`config.mk`:
```
export PLATFORM = sky130hd
export DESIGN_NAME = nib_ser
export DESIGN_NICKNAME = d
export VERILOG_FILES = /design/src/rtl/nib_ser.sv
export SDC_FILE = /design/constraint.sdc
export NUM_CORES = 1
export LEC_CHECK = 0
export ABC_AREA = 1
export CAP_MARGIN = 20
export CORE_UTILIZATION = 45
export CTS_CLUSTER_DIAMETER = 50
export DETAILED_ROUTE_END_ITERATION = 10
export GPL_ROUTABILITY_DRIVEN = 1
export PLACE_DENSITY = 0.71
export SETUP_SLACK_MARGIN = 0.3
export SKIP_CTS_REPAIR_TIMING = 1
export SYNTH_ARGS = -nofsm -noshare
export SYNTH_HDL_FRONTEND = slang
export SYNTH_SLANG_ARGS = --single-unit
export TNS_END_PERCENT = 100
```
`constraint.sdc`:
```
create_clock -name CK -period 1.24 [get_ports CK]
set_input_delay 0.124 -clock CK [delete_from_list [all_inputs] [get_ports CK]]
set_output_delay 0.124 -clock CK [all_outputs]
set_load 0.03 [all_outputs]
```
`src/rtl/nib_ser.sv`:
```
// nib_ser -- sending end of the 4-bit CE-strobed nibble bus.
//
// Accepts a 4*NNIB-bit word over an LD/RDY handshake. It then emits the word
// as NNIB nibbles, least-significant first. Each nibble is qualified by a
// one-cycle CE strobe, and GAP idle cycles separate consecutive strobes of
// one word. All outputs come straight from flops.
//
// Parameters:
//   NNIB  nibbles per word (2..16)
//   GAP   idle cycles between strobes of one word (0..15)
//
// Ports:
//   CK    in   clock, all state changes on the rising edge
//   RST   in   synchronous active-high reset (aborts any word in flight)
//   W     in   parallel word, sampled only on the accepting edge
//   LD    in   load request, accepted on an edge where LD=1 and RDY=1
//   RDY   out  block can accept a word
//   D     out  current nibble (held between strobes and after a word)
//   CE    out  one-cycle strobe qualifying D
//   LAST  out  high with CE on the final nibble of a word
//   BUSY  out  word in flight, always ~RDY
module nib_ser #(
  parameter int NNIB = 4,
  parameter int GAP  = 0
) (
  input  logic              CK,
  input  logic              RST,
  input  logic [4*NNIB-1:0] W,
  input  logic              LD,
  output logic              RDY,
  output logic [3:0]        D,
  output logic              CE,
  output logic              LAST,
  output logic              BUSY
);

  localparam int WW  = 4 * NNIB;
  localparam int NCW = $clog2(NNIB);

  localparam logic [NCW-1:0] NC_LAST   = NCW'(NNIB - 1);
  localparam logic [NCW-1:0] NC_PENULT = NCW'(NNIB - 2);
  // GC counts the remaining idle cycles down to zero. With GAP==0 the WAIT
  // state is never entered, so the load value is irrelevant.
  localparam logic [3:0]     GC_LOAD   = (GAP > 0) ? 4'(GAP - 1) : 4'd0;

  typedef enum logic [1:0] {
    IDLE,
    SEND,
    WAIT
  } state_t;

  state_t         state_reg;
  // The shift register holds the nibbles not yet placed on D. The nibble
  // being strobed already sits in d_reg, so D is a true flop output.
  logic [WW-1:0]  sr_reg;
  logic [NCW-1:0] nc_reg;
  logic [3:0]     gc_reg;
  logic           rdy_reg;
  logic [3:0]     d_reg;
  logic           ce_reg;
  logic           last_reg;

  always_ff @(posedge CK) begin
    if (RST) begin
      state_reg <= IDLE;
      sr_reg    <= '0;
      nc_reg    <= '0;
      gc_reg    <= '0;
      rdy_reg   <= 1'b1;
      d_reg     <= 4'h0;
      ce_reg    <= 1'b0;
      last_reg  <= 1'b0;
    end else begin
      case (state_reg)
        IDLE: begin
          ce_reg   <= 1'b0;
          last_reg <= 1'b0;
          if (LD) begin
            // Nibble 0 goes straight to D; the rest waits in the shifter.
            sr_reg    <= {4'h0, W[WW-1:4]};
            d_reg     <= W[3:0];
            nc_reg    <= '0;
            ce_reg    <= 1'b1;
            last_reg  <= 1'b0;  // NNIB >= 2, so nibble 0 is never last
            rdy_reg   <= 1'b0;
            state_reg <= SEND;
          end
        end

        SEND: begin
          if (last_reg) begin
            ce_reg    <= 1'b0;
            last_reg  <= 1'b0;
            rdy_reg   <= 1'b1;
            state_reg <= IDLE;
          end else begin
            nc_reg <= nc_reg + 1'b1;
            if (GAP == 0) begin
              // Back-to-back strobes: stay in SEND and present the next nibble.
              d_reg    <= sr_reg[3:0];
              sr_reg   <= {4'h0, sr_reg[WW-1:4]};
              last_reg <= (nc_reg == NC_PENULT);
            end else begin
              gc_reg    <= GC_LOAD;
              ce_reg    <= 1'b0;
              state_reg <= WAIT;
            end
          end
        end

        WAIT: begin
          if (gc_reg == 4'd0) begin
            // nc_reg was already advanced on leaving SEND.
            d_reg     <= sr_reg[3:0];
            sr_reg    <= {4'h0, sr_reg[WW-1:4]};
            ce_reg    <= 1'b1;
            last_reg  <= (nc_reg == NC_LAST);
            state_reg <= SEND;
          end else begin
            gc_reg <= gc_reg - 4'd1;
          end
        end

        default: begin
          state_reg <= IDLE;
        end
      endcase
    end
  end

  assign RDY  = rdy_reg;
  assign BUSY = ~rdy_reg;
  assign D    = d_reg;
  assign CE   = ce_reg;
  assign LAST = last_reg;

endmodule

```
## Word-level counts from Yosys, hierarchy flattened

Cells that the tools add are included.

- Bits in registers: 31
- Bits of input ports: 19
- Output and inout bits: 8
- Word-level logic and storage cells: 56

- $add $sub $neg: 2
- Equality and inequality tests: 8
- Multiplexer cells: 25
- Bitwise gates (word level): 2
- Reductions and logical operators: 11

Operators with widths:

| cell | number |
|---|---|
| 2-to-1 mux 16 bit | 3 |
| case mux 16 bit (3 select lines) | 1 |
| 2-to-1 mux 4 bit | 3 |
| case mux 4 bit (3 select lines) | 1 |
| AND reduction 3 bit | 4 |
| 2-to-1 mux 2 bit | 5 |
| != test 2 bit, second input constant | 4 |
| 2-to-1 mux 1 bit | 7 |
| equality test 2 bit, second input constant | 3 |
| case mux 1 bit (3 select lines) | 2 |
| case mux 2 bit (3 select lines) | 1 |
| zero test 4 bit | 1 |
| case mux 2 bit (2 select lines) | 1 |
| AND reduction 2 bit | 2 |
| AND reduction 4 bit | 1 |
| subtractor 4 x 1 -> 4 bit, second input constant | 1 |
| nonzero test 3 bit | 1 |
| adder 2 x 1 -> 2 bit, second input constant | 1 |
| equality test 2 x 1 -> 1 bit, second input constant | 1 |
| zero test 2 bit | 1 |
| inverter 1 bit | 2 |
| case mux 1 bit (2 select lines) | 1 |
| nonzero test 2 bit | 1 |

## Depth between registers and ports, before layout

- Depth after elaboration: 3
- Gate-level depth with buffers: 7
- Depth with buffers taken out: 6

## Worst setup path after synthesis

Ideal clock, no wire load.

- Kind: reg2reg
- Start point: register last_reg, in the netlist LAST
- End point: register d_reg[0], in the netlist D[0]
- Setup time: 0.110 ns
- Arrival: 1.111 ns
- Data required time: 1.130 ns
- Setup slack: 0.018 ns
- Stages on the path, launching flop included: 7
- Buffers on the path: 1
- Period minus slack after synthesis: 1.222 ns
- Path through: dfxtp_1 > inv_1 > nand2_2 > buf_2 > nand3_1 > nand2_1 > nor2_2

- Word-level cells in the longest chain between the ends: 2

Ends and longest elaborated chain:

| item | line | text |
|---|---|---|
| start, declared | 61 | `logic last_reg;` |
| start signal, assigned | 102 | `last_reg <= (nc_reg == NC_PENULT);` |
| start signal, assigned | 117 | `last_reg <= (nc_reg == NC_LAST);` |
| != test 2 bit (no line) | n/a |  |
| AND reduction 4 bit (no line) | n/a |  |
| end signal, assigned | 81 | `d_reg <= W[3:0];` |
| end signal, assigned | 100 | `d_reg <= sr_reg[3:0];` |
| end signal, assigned | 114 | `d_reg <= sr_reg[3:0];` |
| end, declared | 59 | `logic [3:0] d_reg;` |

No other way between the ends.
A chain may end at the register's enable or synchronous reset.

## Final worst setup path

- Start point: register rdy_reg, in the netlist RDY
- End point: output BUSY

- Word-level cells in the longest chain between the ends: 1

Ends and longest elaborated chain:

| item | line | text |
|---|---|---|
| start, declared | 58 | `logic rdy_reg;` |
| start signal, assigned | 69 | `rdy_reg <= 1'b1;` |
| start signal, assigned | 85 | `rdy_reg <= 1'b0;` |
| start signal, assigned | 94 | `rdy_reg <= 1'b1;` |
| inverter 1 bit | 132 | `assign BUSY = ~rdy_reg;` |
| end, declared | 34 | `output logic BUSY` |

No other way between the ends.

==> metrics.yaml <==
status:
  outcome: "completed"
placement:
  dp_hpwl_um: 1560
  pre_cts_ws_ns: 0.00898
  place_area_um2: 1410
  portBuffers: 26
  dp.cells: 216
  place.gp.congestion: 0.777
final_layout:
  utilization: 0.714
  final_cells: 225
  fillers: 198
  drive_gt1_frac: 0.320
  diodes: 0
  finalNetCount: 218
  area_growth_pct: 47.1
  largest_reg_flops: 12
  final_common_cell: "nand2_1"
  mostFrequentLayoutCells: "nand2_1 (55), nor2_2 (18), clkdlybuf4s50_1 (18), nand3_1 (16)"
  fin_area_um2: 1600
die:
  std_cell_rows: 17
  dieWidth_um: 51.1
  pin_count: 27
  initial_core_util: 0.486
  die_h_um: 51.1
  die-area_um2: 2610
  coreArea_um2: 2230
logic_synthesis:
  postSynthCellCount: 162
  netlist_top_cells_area: "dfxtp_1 (41%), nand2_1 (19%), nor2_2 (10%), nand3_1 (7.4%), inv_1 (5.9%)"
  yosysUniqueCellTypes: 16
  avgSynthCellArea_um2: 6.70
  synth_area_leader_cell: "dfxtp_1"
  synth_area_um2: 1080
  yosysTopAreaCellShare: 0.406
  synth_nets: 182
  yosysSeqAreaShare: 0.406
  yosys_warnings: 0
  ys_seq_elements: 22
detailed_routing:
  ant_nets: 0
  wl_um: 2440
  drt_first_pass_iters: 4
  drt_iter0_markers: 10
  vias: 1049
  wl_per_cell_um: 10.9
  via_per_inst: 4.66
  drt_drc_violations_left: 0
power_and_ir_drop:
  leakagePower_nw: 0.734
  total_power_mw: 1.90
  ir_drop_mv: 0.841
  power_density_nw_per_um2: 1190
clock_tree:
  cts_root_buffer: "clkbuf_4"
  tritoncts: "yes"
  clkSinkCount: 22
  htree_num_levels: 1
  clk_pin_slew_worst_paths_ns: 0.14
  clock_path_buffers: 2
  clock_latency_ns: 0.31
  cts_made_buffers: 3
setup_path:
  slowest_stage: "dfxtp_2"
  cp_top_family: "flip-flops"
  ff2ff_path_depth: 6
  end_kind: "primary output"
  path_class: "reg -> out"
  crit_buf_inv: 2
  worstPathRequired_ns: 1.12
  rrSetupSlack_ns: 0.23
  path_max_fanout: 2
  r2r-start: "state_reg[0]$_SDFFE_PP0P_"
  arrival_ns: 0.89
  startpoint_type: "register"
  slowest_delay_ns: 0.35
  crit_chain: "inv_2 > clkbuf_2"
  r2r_end: "D[0]$_SDFFE_PP0P_"
global_routing:
  antenna_found_initial: 0
  grt_max_degree: 15
  grt_pass1_vias: 979
  grt_pass1_wl_um: 4130
  grt_usage: 0.210
  grt_overflow: 0
timing:
  fmax_mhz: 986
  slew_headroom: 0.869
  drv_slew: 0
  setup_viol_count_final: 0
  final_hold_viol_count: 0
  worst_clock_skew_ns: 0.0108
  setup_slack_ns: 0.226
  fin_crit_sh: 0.818
  rsz0062_at_grt: "true"
  worstMarginPinSlew_ns: 0.195
  layout_min_cycle_time_ns: 1.01
run:
  maxCapViolCount: 0
hold_path:
  hold_class: "in -> reg"
  min_path_cells: 3
  min_to: "sr_reg[11]$_SDFFE_PP0P_"
  hp-start: "W[15]"
## per-layer routing
layer / track usage / part of all wire / wire (um)
met5: 0 / 0 / 0
met4: 0.0556 / 0.0033 / 8
met3: 0.0387 / 0.035 / 86
met2: 0.393 / 0.52 / 1260
met1: 0.239 / 0.44 / 1090
## synth_stat cells
| library cell | count |
|---|---|
| buf_4 | 1 |
| nor2_1 | 11 |
| nand2_4 | 1 |
| a21oi_1 | 6 |
| nand3_1 | 16 |
| nand3b_1 | 1 |
| inv_1 | 17 |
| inv_2 | 2 |
| buf_2 | 5 |
| nand2_2 | 2 |
| nand2_1 | 55 |
| buf_6 | 1 |
| dfxtp_1 | 22 |
| o21ai_0 | 3 |
| nor2_2 | 18 |
| ha_1 | 1 |
## logic make-up (layout without fill, tap and decap cells)
logic type	after synthesis	after routing	synth area share
AND/OR/NAND/NOR	104	104	0.435
flip-flops	22	22	0.406
AO/OA/AOI/OAI	9	9	0.0415
adder cells (fa/ha/maj)	1	1	0.0115
buffers and inverters	26	61	0.106
## report_power, final
group | internal (mW) | switching (mW) | leakage, nW | total [mW]
logic | 0.246 | 0.277 | 0.521 | 0.523
registers | 0.772 | 0.0433 | 0.185 | 0.816
clock network | 0.327 | 0.233 | 0.0279 | 0.559
## worst register-to-register path, cell delays in order (launching register included)
cell       delay (ns)
dfxtp_4          0.41
inv_8            0.09
nand2_8          0.08
clkbuf_16        0.17
nand3_1          0.06
nand2_1          0.06
nor2_2           0.09
## how the worst max path moves through the flow
stage | start | endpoint | cells after the start
after floorplan | state_reg[0]$_SDFFE_PP0P_ | D[0]$_SDFFE_PP0P_ | 7
after global placement | LD | D[1]$_SDFFE_PP0P_ | 6
after detailed placement | LD | sr_reg[2]$_SDFFE_PP0P_ | 6
after CTS | LAST$_SDFF_PP0_ | LAST | 1
after global routing | state_reg[0]$_SDFFE_PP0P_ | sr_reg[3]$_SDFFE_PP0P_ | 6
final | RDY$_SDFFE_PP1P_ | BUSY | 2
## final cells by class
| type | count | area [um^2] | share of cell area |
|---|---|---|---|
| inverter | 19 | 88.8 | 0.0557 |
| sequential | 22 | 457 | 0.286 |
| clock inverter | 1 | 30.0 | 0.0188 |
| multi-input combinational | 114 | 572 | 0.358 |
| tap | 28 | 35.0 | 0.0220 |
| clock buffer | 3 | 22.5 | 0.0141 |
| timing repair buffer | 38 | 390 | 0.245 |
## per-stage QoR
step	setup TNS, ns	hold WS [ns]
global route	0	0.356
floorplan	0	0.272
finish	0	0.346
CTS	-1.92	0.339
detailed placement	0	0.459
global placement	0	0.467
(Power assumes the default switching activity.)
